## config.mk

```make
export PLATFORM = sky130hd
export DESIGN_NAME = trj_reg_tap
export DESIGN_NICKNAME = d
export VERILOG_FILES = /design/src/rtl/trj_pkg.sv /design/src/rtl/trj_wb_sel.sv /design/src/rtl/trj_reg_tap.sv
export SDC_FILE = /design/constraint.sdc
export NUM_CORES = 1
export LEC_CHECK = 0
export ABC_AREA = 1
export BUFFER_PORTS_ARGS = -buffer_cell sky130_fd_sc_hd__clkbuf_2
export CORE_UTILIZATION = 30
export CTS_BUF_LIST = sky130_fd_sc_hd__clkbuf_4 sky130_fd_sc_hd__clkbuf_8 sky130_fd_sc_hd__clkbuf_16
export DETAILED_ROUTE_END_ITERATION = 8
export PLACE_DENSITY_LB_ADDON = 0.15
export SYNTH_ARGS = -nofsm -noshare
export SYNTH_HDL_FRONTEND = slang
export SYNTH_SLANG_ARGS = --single-unit
```

## constraint.sdc

```tcl
create_clock -name clk -period 2.7 [get_ports clk]
set_clock_uncertainty 0.15 [all_clocks]
set_input_delay 0.405 -clock clk [delete_from_list [all_inputs] [get_ports clk]]
set_output_delay 0.405 -clock clk [all_outputs]
set_load 0.05 [all_outputs]
```

## src/rtl/trj_pkg.sv

```systemverilog
// Shared types and defaults for the register-tap trigger feed.
package trj_pkg;

    localparam int unsigned XLEN = 64;

    localparam logic [XLEN-1:0] DEF_ARM_VALUE  = 64'hDEAD_BEEF_0000_0001;
    localparam logic [XLEN-1:0] DEF_KEY        = 64'hA5A5_5A5A_0F0F_F0F0;
    localparam int unsigned     DEF_ARM_WINDOW = 16;

    // Vector values that keep the downstream NOR low.
    localparam logic [XLEN-1:0] RST_BITS1 = {XLEN{1'b0}};
    localparam logic [XLEN-1:0] RST_BITS0 = {XLEN{1'b1}};

    typedef enum logic [1:0] {
        ST_IDLE    = 2'd0,
        ST_ARMED   = 2'd1,
        ST_MATCHED = 2'd2
    } trj_state_e;

    // Ones where the value agrees with the key.
    function automatic logic [XLEN-1:0] match_ones(input logic [XLEN-1:0] value,
                                                   input logic [XLEN-1:0] key);
        return ~(value ^ key);
    endfunction

    // Ones where the value disagrees with the key.
    function automatic logic [XLEN-1:0] match_zeros(input logic [XLEN-1:0] value,
                                                    input logic [XLEN-1:0] key);
        return value ^ key;
    endfunction

endpackage

```

## src/rtl/trj_wb_sel.sv

```systemverilog
// Writeback-port snooper: picks the tap-register write that is latest in
// program order (highest port index) among all commit ports this cycle.
module trj_wb_sel
    import trj_pkg::*;
#(
    parameter int unsigned NR_WB_PORTS = 2,
    parameter logic [4:0]  TAP_REG     = 5'd10
) (
    input  logic [NR_WB_PORTS-1:0]           we_gpr,
    input  logic [NR_WB_PORTS-1:0][4:0]      waddr,
    input  logic [NR_WB_PORTS-1:0][XLEN-1:0] wdata,
    output logic                             hit,
    output logic [XLEN-1:0]                  hit_data
);

    logic [NR_WB_PORTS-1:0] port_hit;

    // Per-port hit; x0 is hard-wired zero so a tap on it can never fire.
    generate
        for (genvar gi = 0; gi < NR_WB_PORTS; gi++) begin : g_port
            assign port_hit[gi] = we_gpr[gi] && (waddr[gi] == TAP_REG) && (TAP_REG != 5'd0);
        end
    endgenerate

    // Ascending scan so the highest-index hitting port overrides lower ones.
    always_comb begin
        hit      = |port_hit;
        hit_data = '0;
        for (int p = 0; p < NR_WB_PORTS; p++) begin
            if (port_hit[p]) begin
                hit_data = wdata[p];
            end
        end
    end

endmodule

```

## src/rtl/trj_reg_tap.sv

```systemverilog
// Register tap feeding the software-triggered trigger stage. Watches commits
// to one GPR for an arm value followed by a key value and presents the
// bitwise key compare as two match vectors.
// Build option: define TRJ_TAP_HOLD_EN to make the MATCHED state sticky
// until reset; otherwise MATCHED is left on the next tap write.
module trj_reg_tap
    import trj_pkg::*;
#(
    parameter int unsigned     NR_WB_PORTS = 2,
    parameter logic [4:0]      TAP_REG     = 5'd10,
    parameter logic [XLEN-1:0] ARM_VALUE   = DEF_ARM_VALUE,
    parameter logic [XLEN-1:0] KEY         = DEF_KEY,
    parameter int unsigned     ARM_WINDOW  = DEF_ARM_WINDOW
) (
    input  logic                             clk,
    input  logic                             rst_ni,
    input  logic [NR_WB_PORTS-1:0]           we_gpr_i,
    input  logic [NR_WB_PORTS-1:0][4:0]      waddr_i,
    input  logic [NR_WB_PORTS-1:0][XLEN-1:0] wdata_i,
    output logic [XLEN-1:0]                  regBits1_o,
    output logic [XLEN-1:0]                  regBits0_o,
    output logic                             armed_o
);

    localparam int unsigned     CNT_W    = (ARM_WINDOW > 2) ? $clog2(ARM_WINDOW) : 1;
    localparam logic [CNT_W-1:0] CNT_LOAD = CNT_W'(ARM_WINDOW - 1);

    logic            hit;
    logic [XLEN-1:0] hit_data;

    trj_state_e      state_reg;
    logic [CNT_W-1:0] cnt_reg;
    logic [XLEN-1:0] bits1_reg;
    logic [XLEN-1:0] bits0_reg;
    logic            armed_reg;

    trj_wb_sel #(
        .NR_WB_PORTS (NR_WB_PORTS),
        .TAP_REG     (TAP_REG)
    ) u_wb_sel (
        .we_gpr   (we_gpr_i),
        .waddr    (waddr_i),
        .wdata    (wdata_i),
        .hit      (hit),
        .hit_data (hit_data)
    );

    // Sequence FSM with window counter and registered compare vectors.
    // A tap hit is always checked before window expiry, so a write in the
    // cycle the counter reads zero is still honoured.
    always_ff @(posedge clk or negedge rst_ni) begin
        if (!rst_ni) begin
            state_reg <= ST_IDLE;
            cnt_reg   <= '0;
            bits1_reg <= RST_BITS1;
            bits0_reg <= RST_BITS0;
            armed_reg <= 1'b0;
        end else begin
            case (state_reg)
                ST_IDLE: begin
                    if (hit && (hit_data == ARM_VALUE)) begin
                        state_reg <= ST_ARMED;
                        cnt_reg   <= CNT_LOAD;
                        armed_reg <= 1'b1;
                    end
                end

                ST_ARMED: begin
                    if (hit) begin
                        bits1_reg <= match_ones(hit_data, KEY);
                        bits0_reg <= match_zeros(hit_data, KEY);
                        if (hit_data == KEY) begin
                            state_reg <= ST_MATCHED;
                            cnt_reg   <= '0;
                            armed_reg <= 1'b0;
                        end else if (hit_data == ARM_VALUE) begin
                            cnt_reg   <= CNT_LOAD;
                        end else begin
                            state_reg <= ST_IDLE;
                            cnt_reg   <= '0;
                            armed_reg <= 1'b0;
                        end
                    end else if (cnt_reg == '0) begin
                        state_reg <= ST_IDLE;
                        armed_reg <= 1'b0;
                    end else begin
                        cnt_reg <= cnt_reg - 1'b1;
                    end
                end

                ST_MATCHED: begin
`ifdef TRJ_TAP_HOLD_EN
                    // Sticky: vectors hold the key compare until reset.
`else
                    if (hit) begin
                        bits1_reg <= RST_BITS1;
                        bits0_reg <= RST_BITS0;
                        if (hit_data == ARM_VALUE) begin
                            state_reg <= ST_ARMED;
                            cnt_reg   <= CNT_LOAD;
                            armed_reg <= 1'b1;
                        end else begin
                            state_reg <= ST_IDLE;
                            armed_reg <= 1'b0;
                        end
                    end
`endif
                end

                default: begin
                    state_reg <= ST_IDLE;
                    cnt_reg   <= '0;
                    armed_reg <= 1'b0;
                end
            endcase
        end
    end

    assign regBits1_o = bits1_reg;
    assign regBits0_o = bits0_reg;
    assign armed_o    = armed_reg;

endmodule

```

==> out/metrics.yaml <==
outcome: "finished clean"
avgSynthCellArea_sq_um: 7.60
start_util_pct: 30.5
tightest_slew_ns: 0.572
finalHoldViolCount: 0
maxSlewHeadroom_pct: 61.9
powerDensity_nw_per_um2: 809
cp_max_fo: 51
rows: 56
async_flop_share_pct: 100
netlist_instances: 938
synth_fp_nets: 1082
yosysWarnings: 0
start_kind: "primary input"
num_vias: 7483
hold_class: "primary input to flip-flop"
root_buffer: "clkbuf_16"
ir_drop_mv: 0.433
cts_tree: "done"
critPathBufInv: 4
syn_to_final_growth_pct: 40.3
routabilityCongestion: 0.842
cp.arrival_ns: 2.55
die_area_sq_um: 24400
drv_cap: 0
coreArea_sq_um: 23400
place_hpwl_microns: 21700
cts_hold_buf: 1
grt_max_degree: 56
yosys_register_bits: 135
layout_commonest_cell: "nand2_1"
grt_use_total_pct: 23.8
drt-initial-drc-count: 406
grt_pass1_wl_microns: 43200
die_w_microns: 156
cts_setup_buffers: 0
final_nets: 1385
fin_setup_tns_ns: 0
cts_num_sinks: 135
critical_path.top_delay_family: "simple AND/OR/NAND/NOR gates"
final_cells: 1575
nFillCells: 2493
drcViolationCount: 0
grt_setup_unrepaired: "no"
antenna_found_initial: 2
cts_buffer_depth: 2
min_period_over_period_pct: 86.6
ioPinCount: 271
grtUsageMet1_pct: 31.8
via_per_inst: 4.75
cp.required_ns: 2.91
maxSlewViolCount: 0
slowest_stage: "buf_12"
cts.clk_slew.worst_paths_ns: 0.06
layout_common_cells: "nand2_1 (301), clkbuf_2 (269), nand3_1 (94)"
grt_overflow: 0
drt.antenna.violating_nets: 0
fmax_ghz: 0.428
h-tree-depth: 4
synth_cell_types: 33
wl_microns: 28400
final_util_pct: 42.8
cpPeakStageDelay_ns: 0.22
insertion_delay_ns: 0.42
setup_viol: 0
cts.repair.resized: 0
firstDrtPassIters: 5
fin_crit_ns: 2.34
crit_chain: "clkbuf_2 > nand2_1 > nand3b_4 > buf_12 > buf_12 > nand2_1 > nand2_1 > nand2_1 > inv_1 > nand2_1 > nor2_1 > nand2_1 > nor2_1 > nand2_1 > nand2_1 > nand2_1 > nor2_2 > nand2_1 > nand2_1"
dp_cells: 1540
ys.flop_type: "dfrtp_1"
multi_input_area_sq_um: 3180
final_layout_size_suffix_gt1_share_pct: 35.3
portBuffers: 270
grt_use_met2_pct: 36.9
die-height_microns: 156
critical_path_class: "primary input to flip-flop"
grt_pass1_vias: 7496
worstSetupEndpointType: "flip-flop"
synth-edff-count: 0
cts_made_buffers: 17
routedWlPerCell_microns: 18.0
leakage_nw: 5.31
crit_top_cell: "nand2_1"
syn_area_sq_um: 7130
regArea_sq_um: 3460
yosysSeqAreaShare_pct: 48.5
grtUsageMet3_pct: 5.83
grt-busiest-layer: "met2"
## synthesized netlist by cell type, types with 13 or more instances
library cell	instances	area (sq um)
inv_1	78	293
o21ai_0	58	290
nand3_1	94	470
a21oi_1	13	65.1
a31oi_1	21	131
nand3b_1	44	330
nor2_1	85	319
nand2_1	301	1130
buf_2	24	120
dfstp_2	64	1680
dfrtp_1	71	1780
clkbuf_1	29	109
## where the power goes
| part | total (mW) | internal [mW] | switching (mW) |
|---|---|---|---|
| clock network | 2.49 | 1.53 | 0.966 |
| logic | 2.67 | 0.657 | 2.01 |
| registers | 2.93 | 2.66 | 0.268 |
| total | 8.09 | 4.85 | 3.24 |
## layer usage
layer	share of wire [%]	up-vias
li1	-	3657
met1	46	3490
met2	44	300
met3	7.7	36
met4	2.5	0
met5	0	-
## cell type report
cell class | instances | share of cell area, %
antenna | 2 | 0.0500
clock buffer | 20 | 4.60
clock inverter | 12 | 1.68
inverter | 78 | 2.93
multi-input combinational | 671 | 31.7
sequential | 135 | 34.6
tap | 319 | 3.99
timing repair buffer | 338 | 20.4
## stage by stage
stage               hold slack (ns)  setup slack (ns)  total power [mW]  cell area, sq um
finish                       0.0962             0.363              8.09             10000
global route                  0.105             0.117              8.45             10000
CTS                          0.0879             0.363              8.16             10000
detailed placement            0.255           -0.0652              5.65              9360
global placement              0.265           -0.0515              5.63              9360
floorplan                   -0.0406             0.387              4.90              7130
## tightest hold or removal path, cell delays in order
cell,delay [ns]
clkbuf_2,0.08
nand3b_1,0.11
a31oi_1,0.08
## worst paths after layout
kind	from	to	slack (ns)	cells past startpoint
max	we_gpr_i[1]	cnt_reg[1]	0.36	19
min	wdata_i[102]	regBits0_o[38]	0.1	3
max reg2reg	state_reg[0]	regBits1_o[63]	0.66	8
min reg2reg	regBits0_o[6]	regBits0_o[6]	0.31	2
max in group asynchronous	rst_ni	regBits0_o[3]	1.33	3
min in group asynchronous	rst_ni	regBits1_o[47]	0.35	2
## cells by family (layout without fill, tap and decap cells)
family | after synthesis | count (layout) | share of synthesized area (%)
and+or+nand+nor | 551 | 551 | 34.1
AOI/OAI and AO/OA | 116 | 116 | 9.32
other | 0 | 2 | 0
adders and majority gates | 2 | 2 | 0.351
xor gates and xnor gates | 2 | 2 | 0.246
buffers and inverters | 132 | 448 | 7.47
DFF | 135 | 135 | 48.5
No activity file was read; power rests on OpenSTA's default activity.
